$ cat src/rtl/countdown_timer.sv
// Loadable down-counter with pause/abort, optional auto-reload and a
// registered terminal-count pulse with a wrapping pulse counter.
module countdown_timer #(
  parameter int WIDTH = 4
) (
  input  logic             CLOCK,
  input  logic             CLEAR,
  input  logic             LOAD,
  input  logic [WIDTH-1:0] LOAD_VAL,
  input  logic             START,
  input  logic             STOP,
  input  logic             RELOAD_EN,
  output logic [WIDTH-1:0] Q,
  output logic             BUSY,
  output logic             DONE,
  output logic             TC,
  output logic [3:0]       TC_CNT
);

  localparam logic [1:0] ST_IDLE  = 2'd0;
  localparam logic [1:0] ST_RUN   = 2'd1;
  localparam logic [1:0] ST_PAUSE = 2'd2;
  localparam logic [1:0] ST_DONE  = 2'd3;

  localparam logic [WIDTH-1:0] ZERO = '0;
  localparam logic [WIDTH-1:0] ONE  = {{(WIDTH-1){1'b0}}, 1'b1};

  logic [1:0]       state;
  logic [WIDTH-1:0] count;
  logic [WIDTH-1:0] rld;
  logic             tc;
  logic [3:0]       tc_cnt;

  always_ff @(posedge CLOCK) begin
    if (CLEAR) begin
      state  <= ST_IDLE;
      count  <= ZERO;
      rld    <= ZERO;
      tc     <= 1'b0;
      tc_cnt <= 4'h0;
    end else begin
      tc <= 1'b0;
      if (LOAD) begin
        count <= LOAD_VAL;
        rld   <= LOAD_VAL;
        if (state == ST_RUN && LOAD_VAL != ZERO)
          state <= ST_RUN;
        else
          state <= ST_IDLE;
      end else if (STOP) begin
        // STOP pauses a running count and aborts a paused one
        if (state == ST_RUN)
          state <= ST_PAUSE;
        else if (state == ST_PAUSE)
          state <= ST_IDLE;
      end else if (START && state != ST_RUN) begin
        case (state)
          ST_IDLE: begin
            if (count != ZERO)
              state <= ST_RUN;
          end
          ST_PAUSE: state <= ST_RUN;
          ST_DONE: begin
            if (rld != ZERO) begin
              count <= rld;
              state <= ST_RUN;
            end
          end
          default: state <= ST_IDLE;
        endcase
      end else if (state == ST_RUN) begin
        if (count > ONE) begin
          count <= count - ONE;
        end else if (count == ONE) begin
          tc     <= 1'b1;
          tc_cnt <= tc_cnt + 4'h1;
          if (RELOAD_EN) begin
            count <= rld;
          end else begin
            count <= ZERO;
            state <= ST_DONE;
          end
        end else begin
          // Zero count in RUN is unreachable; fall back to IDLE without a pulse
          state <= ST_IDLE;
        end
      end
    end
  end

  assign Q      = count;
  assign TC     = tc;
  assign TC_CNT = tc_cnt;
  assign BUSY   = (state == ST_RUN) || (state == ST_PAUSE);
  assign DONE   = (state == ST_DONE);

endmodule

$ cat config.mk
export PLATFORM = sky130hd
export DESIGN_NAME = countdown_timer
export DESIGN_NICKNAME = d
export VERILOG_FILES = /design/src/rtl/countdown_timer.sv
export SDC_FILE = /design/constraint.sdc
export NUM_CORES = 1
export LEC_CHECK = 0
export BUFFER_PORTS_ARGS = -buffer_cell sky130_fd_sc_hd__buf_2
export CORE_MARGIN = 1
export CORE_UTILIZATION = 60
export CTS_BUF_LIST = sky130_fd_sc_hd__clkbuf_4
export DETAILED_ROUTE_END_ITERATION = 6
export GPL_ROUTABILITY_DRIVEN = 1
export PLACE_DENSITY = 0.92
export SLEW_MARGIN = 20
export SYNTH_ARGS = -nofsm -noshare
export SYNTH_HDL_FRONTEND = slang
export SYNTH_SLANG_ARGS = --single-unit
export TNS_END_PERCENT = 100
$ cat constraint.sdc
create_clock -name CLOCK -period 2.87 [get_ports CLOCK]
set_input_delay 0.1435 -clock CLOCK [delete_from_list [all_inputs] [get_ports CLOCK]]
set_output_delay 0.1435 -clock CLOCK [all_outputs]
set_load 0.02 [all_outputs]
==> impl_metrics.xml <==
<?xml version="1.0" encoding="UTF-8"?>
<metrics>
  <group name="die">
    <metric name="boundaryPins" unit="">21</metric>
    <metric name="fp.dieH" unit="um">44</metric>
    <metric name="start_util" unit="%">67.1</metric>
    <metric name="core.rowCount" unit="">14</metric>
    <metric name="die_area" unit="um^2">1940</metric>
    <metric name="core" unit="um^2">1580</metric>
    <metric name="die-width" unit="um">44</metric>
  </group>
  <group name="min_path">
    <metric name="hold_path.class" unit="">input port to flip-flop</metric>
  </group>
  <group name="layout">
    <metric name="multi_input_logic_area" unit="um^2">692</metric>
    <metric name="register_area" unit="um^2">300</metric>
    <metric name="commonest_cells_after_routing_fill_and_taps_aside" unit="">20 x sky130_fd_sc_hd__buf_2, 15 x sky130_fd_sc_hd__dfxtp_1, 12 x sky130_fd_sc_hd__nor2_1, 7 x sky130_fd_sc_hd__ha_1, 6 x sky130_fd_sc_hd__nor3_1</metric>
    <metric name="count_of_antenna_diodes_in_the_layout" unit="">0</metric>
    <metric name="most_frequent_standard_cell_in_the_layout_excluding_fill_and_tap_cells" unit="">sky130_fd_sc_hd__buf_2</metric>
    <metric name="area.growth.synth_to_final" unit="%">9.34</metric>
    <metric name="design.final.nets" unit="">151</metric>
    <metric name="core_util_final" unit="%">73.4</metric>
    <metric name="nFillCells" unit="">115</metric>
    <metric name="layout-drive-gt1-share" unit="%">24.8</metric>
  </group>
  <group name="routing">
    <metric name="antenna_violating_nets_post_route" unit="">0</metric>
    <metric name="vias" unit="">957</metric>
    <metric name="finalWirelength" unit="um">2360</metric>
    <metric name="drt_iter0_markers" unit="">50</metric>
    <metric name="avgRoutedWirePerCell" unit="um">15.8</metric>
    <metric name="detail_route.vias_per_cell" unit="">6.42</metric>
    <metric name="drcViolationCount" unit="">0</metric>
    <metric name="first_pass_iters" unit="">7</metric>
  </group>
  <group name="placement">
    <metric name="dp_hpwl" unit="um">1710</metric>
    <metric name="routabilityCongestion" unit="">0.857</metric>
    <metric name="port_buffers" unit="">20</metric>
  </group>
  <group name="timing">
    <metric name="final.min_clock_period" unit="ns">2.05</metric>
    <metric name="finalSetupViolCount" unit="">0</metric>
    <metric name="worst_case_headroom_to_the_max_slew_limit" unit="%">70.5</metric>
    <metric name="fmax" unit="MHz">489</metric>
    <metric name="clock-skew-final" unit="ns">0.00175</metric>
    <metric name="totalNegativeSetupSlack" unit="ns">0</metric>
    <metric name="worstMarginPinSlew" unit="ns">0.442</metric>
    <metric name="grt_setup_unrepaired" unit="">no</metric>
    <metric name="timing.final.crit_share" unit="%">71.3</metric>
    <metric name="report.final.hold_viol_count" unit="">0</metric>
    <metric name="timing.final.max_slew_violations" unit="">0</metric>
  </group>
  <group name="critical_path">
    <metric name="critical_path.startpoint_type" unit="">flip-flop</metric>
    <metric name="cp_data_arrival_time" unit="ns">2.24</metric>
    <metric name="worstPathCellList" unit="">inv_1 -&gt; ha_1 -&gt; or2_4 -&gt; a311o_1 -&gt; o21a_1 -&gt; a221oi_1</metric>
    <metric name="worst_path_max_delay_cell" unit="">sky130_fd_sc_hd__dfxtp_1</metric>
    <metric name="crit_path_required_time" unit="ns">3.06</metric>
    <metric name="path_buf_inv" unit="">1</metric>
    <metric name="cpPeakStageDelay" unit="ns">0.41</metric>
    <metric name="cp-end-kind" unit="">flip-flop</metric>
    <metric name="worstSetupPathType" unit="">flip-flop to flip-flop</metric>
    <metric name="crit_fanout" unit="">11</metric>
    <metric name="worst_path_dominant_cell_family" unit="">compound AO/OA/AOI/OAI gates</metric>
  </group>
  <group name="power">
    <metric name="power_leakage" unit="uW">0.000494</metric>
    <metric name="vdd_drop_max" unit="mV">0.370</metric>
    <metric name="cellPowerDensity" unit="nW/um^2">470</metric>
  </group>
  <group name="clocking">
    <metric name="cts.htree.levels" unit="">1</metric>
    <metric name="cts_resized" unit="">0</metric>
    <metric name="clock_sink_count" unit="">15</metric>
    <metric name="clock_tree_from_tritoncts" unit="">yes</metric>
    <metric name="cts_post_setup_buffers_inserted" unit="">0</metric>
    <metric name="path_clk_slew" unit="ns">0.09</metric>
    <metric name="worst_skew_pair.late_latency" unit="ns">0.29</metric>
    <metric name="ctsLongestPathBuffers" unit="">2</metric>
    <metric name="postCtsHoldBufs" unit="">0</metric>
    <metric name="cts_made_buffers" unit="">3</metric>
    <metric name="cts_root_buffer" unit="">sky130_fd_sc_hd__clkbuf_4</metric>
  </group>
  <group name="synthesis">
    <metric name="synthesis.area_per_instance" unit="um^2">9.13</metric>
    <metric name="async_reset_ff_share" unit="%">0</metric>
    <metric name="number_of_enable_type_register_cells_in_the_synthesized_netlist" unit="">0</metric>
    <metric name="synth_flop_cell" unit="">sky130_fd_sc_hd__dfxtp_1</metric>
    <metric name="seq_area_frac_synth" unit="%">28.4</metric>
    <metric name="yosys_register_bits" unit="">15</metric>
    <metric name="yosysUniqueCellTypes" unit="">43</metric>
    <metric name="mappedNetlistArea" unit="um^2">1060</metric>
    <metric name="net_count_after_synthesis" unit="">133</metric>
    <metric name="yosys_warnings" unit="">0</metric>
    <metric name="post_synth_inst_count" unit="">116</metric>
  </group>
  <group name="flow_run">
    <metric name="maxCapViolCount" unit="">0</metric>
  </group>
  <group name="global_route">
    <metric name="grt_start_max_net_pins" unit="">23</metric>
    <metric name="grt_first_pass_wirelength" unit="um">4070</metric>
    <metric name="gr-usage-all-layers" unit="%">28.6</metric>
    <metric name="antenna_found_initial" unit="">0</metric>
    <metric name="vias_in_the_first_global_route" unit="">937</metric>
    <metric name="grt_overflow" unit="">0</metric>
  </group>
  <group name="status">
    <metric name="outcome" unit="">finished, final reports clean</metric>
  </group>
</metrics>
==> logic make-up after synthesis <==
kind of cell / count (synthesis) / synth area share, %
buffers and inverters: 11 / 6.26
AOI/OAI and AO/OA: 29 / 22.0
and+or+nand+nor: 46 / 27.9
muxes: 5 / 4.73
adders and majority gates: 7 / 8.27
xor gates and xnor gates: 3 / 2.48
DFF: 15 / 28.4
==> metal layers <==
metal	track usage [%]	wire length [um]	vias up
met4	13.9	72	0
met1	36.3	1060	436
met3	6.25	168	10
met2	45.6	1060	46
met5	0	0	-
li1	-	-	465
==> synthesized netlist by cell type (2+ instances only) <==
master / instances / area, um^2
sky130_fd_sc_hd__a21oi_1: 5 / 25.0
sky130_fd_sc_hd__a221oi_1: 3 / 26.3
sky130_fd_sc_hd__a22oi_1: 3 / 22.5
sky130_fd_sc_hd__a311oi_1: 2 / 17.5
sky130_fd_sc_hd__a311oi_2: 2 / 30.0
sky130_fd_sc_hd__and2b_1: 2 / 15.0
sky130_fd_sc_hd__buf_2: 2 / 10.0
sky130_fd_sc_hd__buf_4: 2 / 15.0
sky130_fd_sc_hd__buf_6: 2 / 22.5
sky130_fd_sc_hd__dfxtp_1: 15 / 300
sky130_fd_sc_hd__ha_1: 7 / 87.6
sky130_fd_sc_hd__inv_1: 4 / 15.0
sky130_fd_sc_hd__mux2i_1: 5 / 50.1
sky130_fd_sc_hd__nand2_1: 4 / 15.0
sky130_fd_sc_hd__nand2b_1: 5 / 31.3
sky130_fd_sc_hd__nand3_1: 2 / 10.0
sky130_fd_sc_hd__nand4_1: 2 / 12.5
sky130_fd_sc_hd__nor2_1: 12 / 45.0
sky130_fd_sc_hd__nor3_1: 6 / 30.0
sky130_fd_sc_hd__o211ai_1: 2 / 15.0
sky130_fd_sc_hd__o21a_1: 2 / 15.0
sky130_fd_sc_hd__o21ai_0: 2 / 10.0
sky130_fd_sc_hd__o31a_1: 2 / 17.5
sky130_fd_sc_hd__or2_4: 2 / 17.5
sky130_fd_sc_hd__xor2_1: 3 / 26.3
==> registers in the layout, summed over array words and instances (netlist names) <==
register and count:
TC_CNT 4, state 2, TC 1, Q 4
rld 4
==> cell type report <==
| type | count | area share [%] |
|---|---|---|
| Clock buffer | 4 | 2.59 |
| Inverter | 4 | 1.30 |
| Multi-Input combinational cell | 90 | 59.8 |
| Sequential cell | 15 | 25.9 |
| Tap cell | 16 | 1.73 |
| Timing Repair Buffer | 20 | 8.65 |
==> worst reg2reg max path: cells and delay by family (launching register included) <==
family / cells / cell delay, ns
flops: 1 / 0.41
fa+ha+maj: 1 / 0.34
buf+inv: 1 / 0.09
simple gates: 1 / 0.32
compound gates: 3 / 0.79
==> final timing paths <==
check,startpoint,to,slack [ns],cells after the start
max,Q[1],state[1],0.82,6
max reg2reg,Q[1],state[1],0.82,6
min reg2reg,TC_CNT[3],TC_CNT[3],0.54,2
min,LOAD_VAL[2],rld[2],0.13,3
==> where the power goes <==
part | switching [uW] | total (uW) | internal, uW
combinational | 95.2 | 169 | 74.2
sequential | 20.9 | 241 | 220
clock | 70.3 | 134 | 63.6
total | 186 | 544 | 358
==> stage by stage <==
stage	worst slack, ns	instance area (um^2)	hold WS, ns	instances	total power [uW]
final	0.825	1160	0.127	149	544
after global placement	1.03	1130	0.419	145	404
after detailed placement	0.877	1130	0.432	145	410
after CTS	0.849	1160	0.129	149	542
after floorplan	1.00	1060	0.211	116	375
after global routing	0.700	1160	0.145	149	577
(Power assumes the default switching activity.)
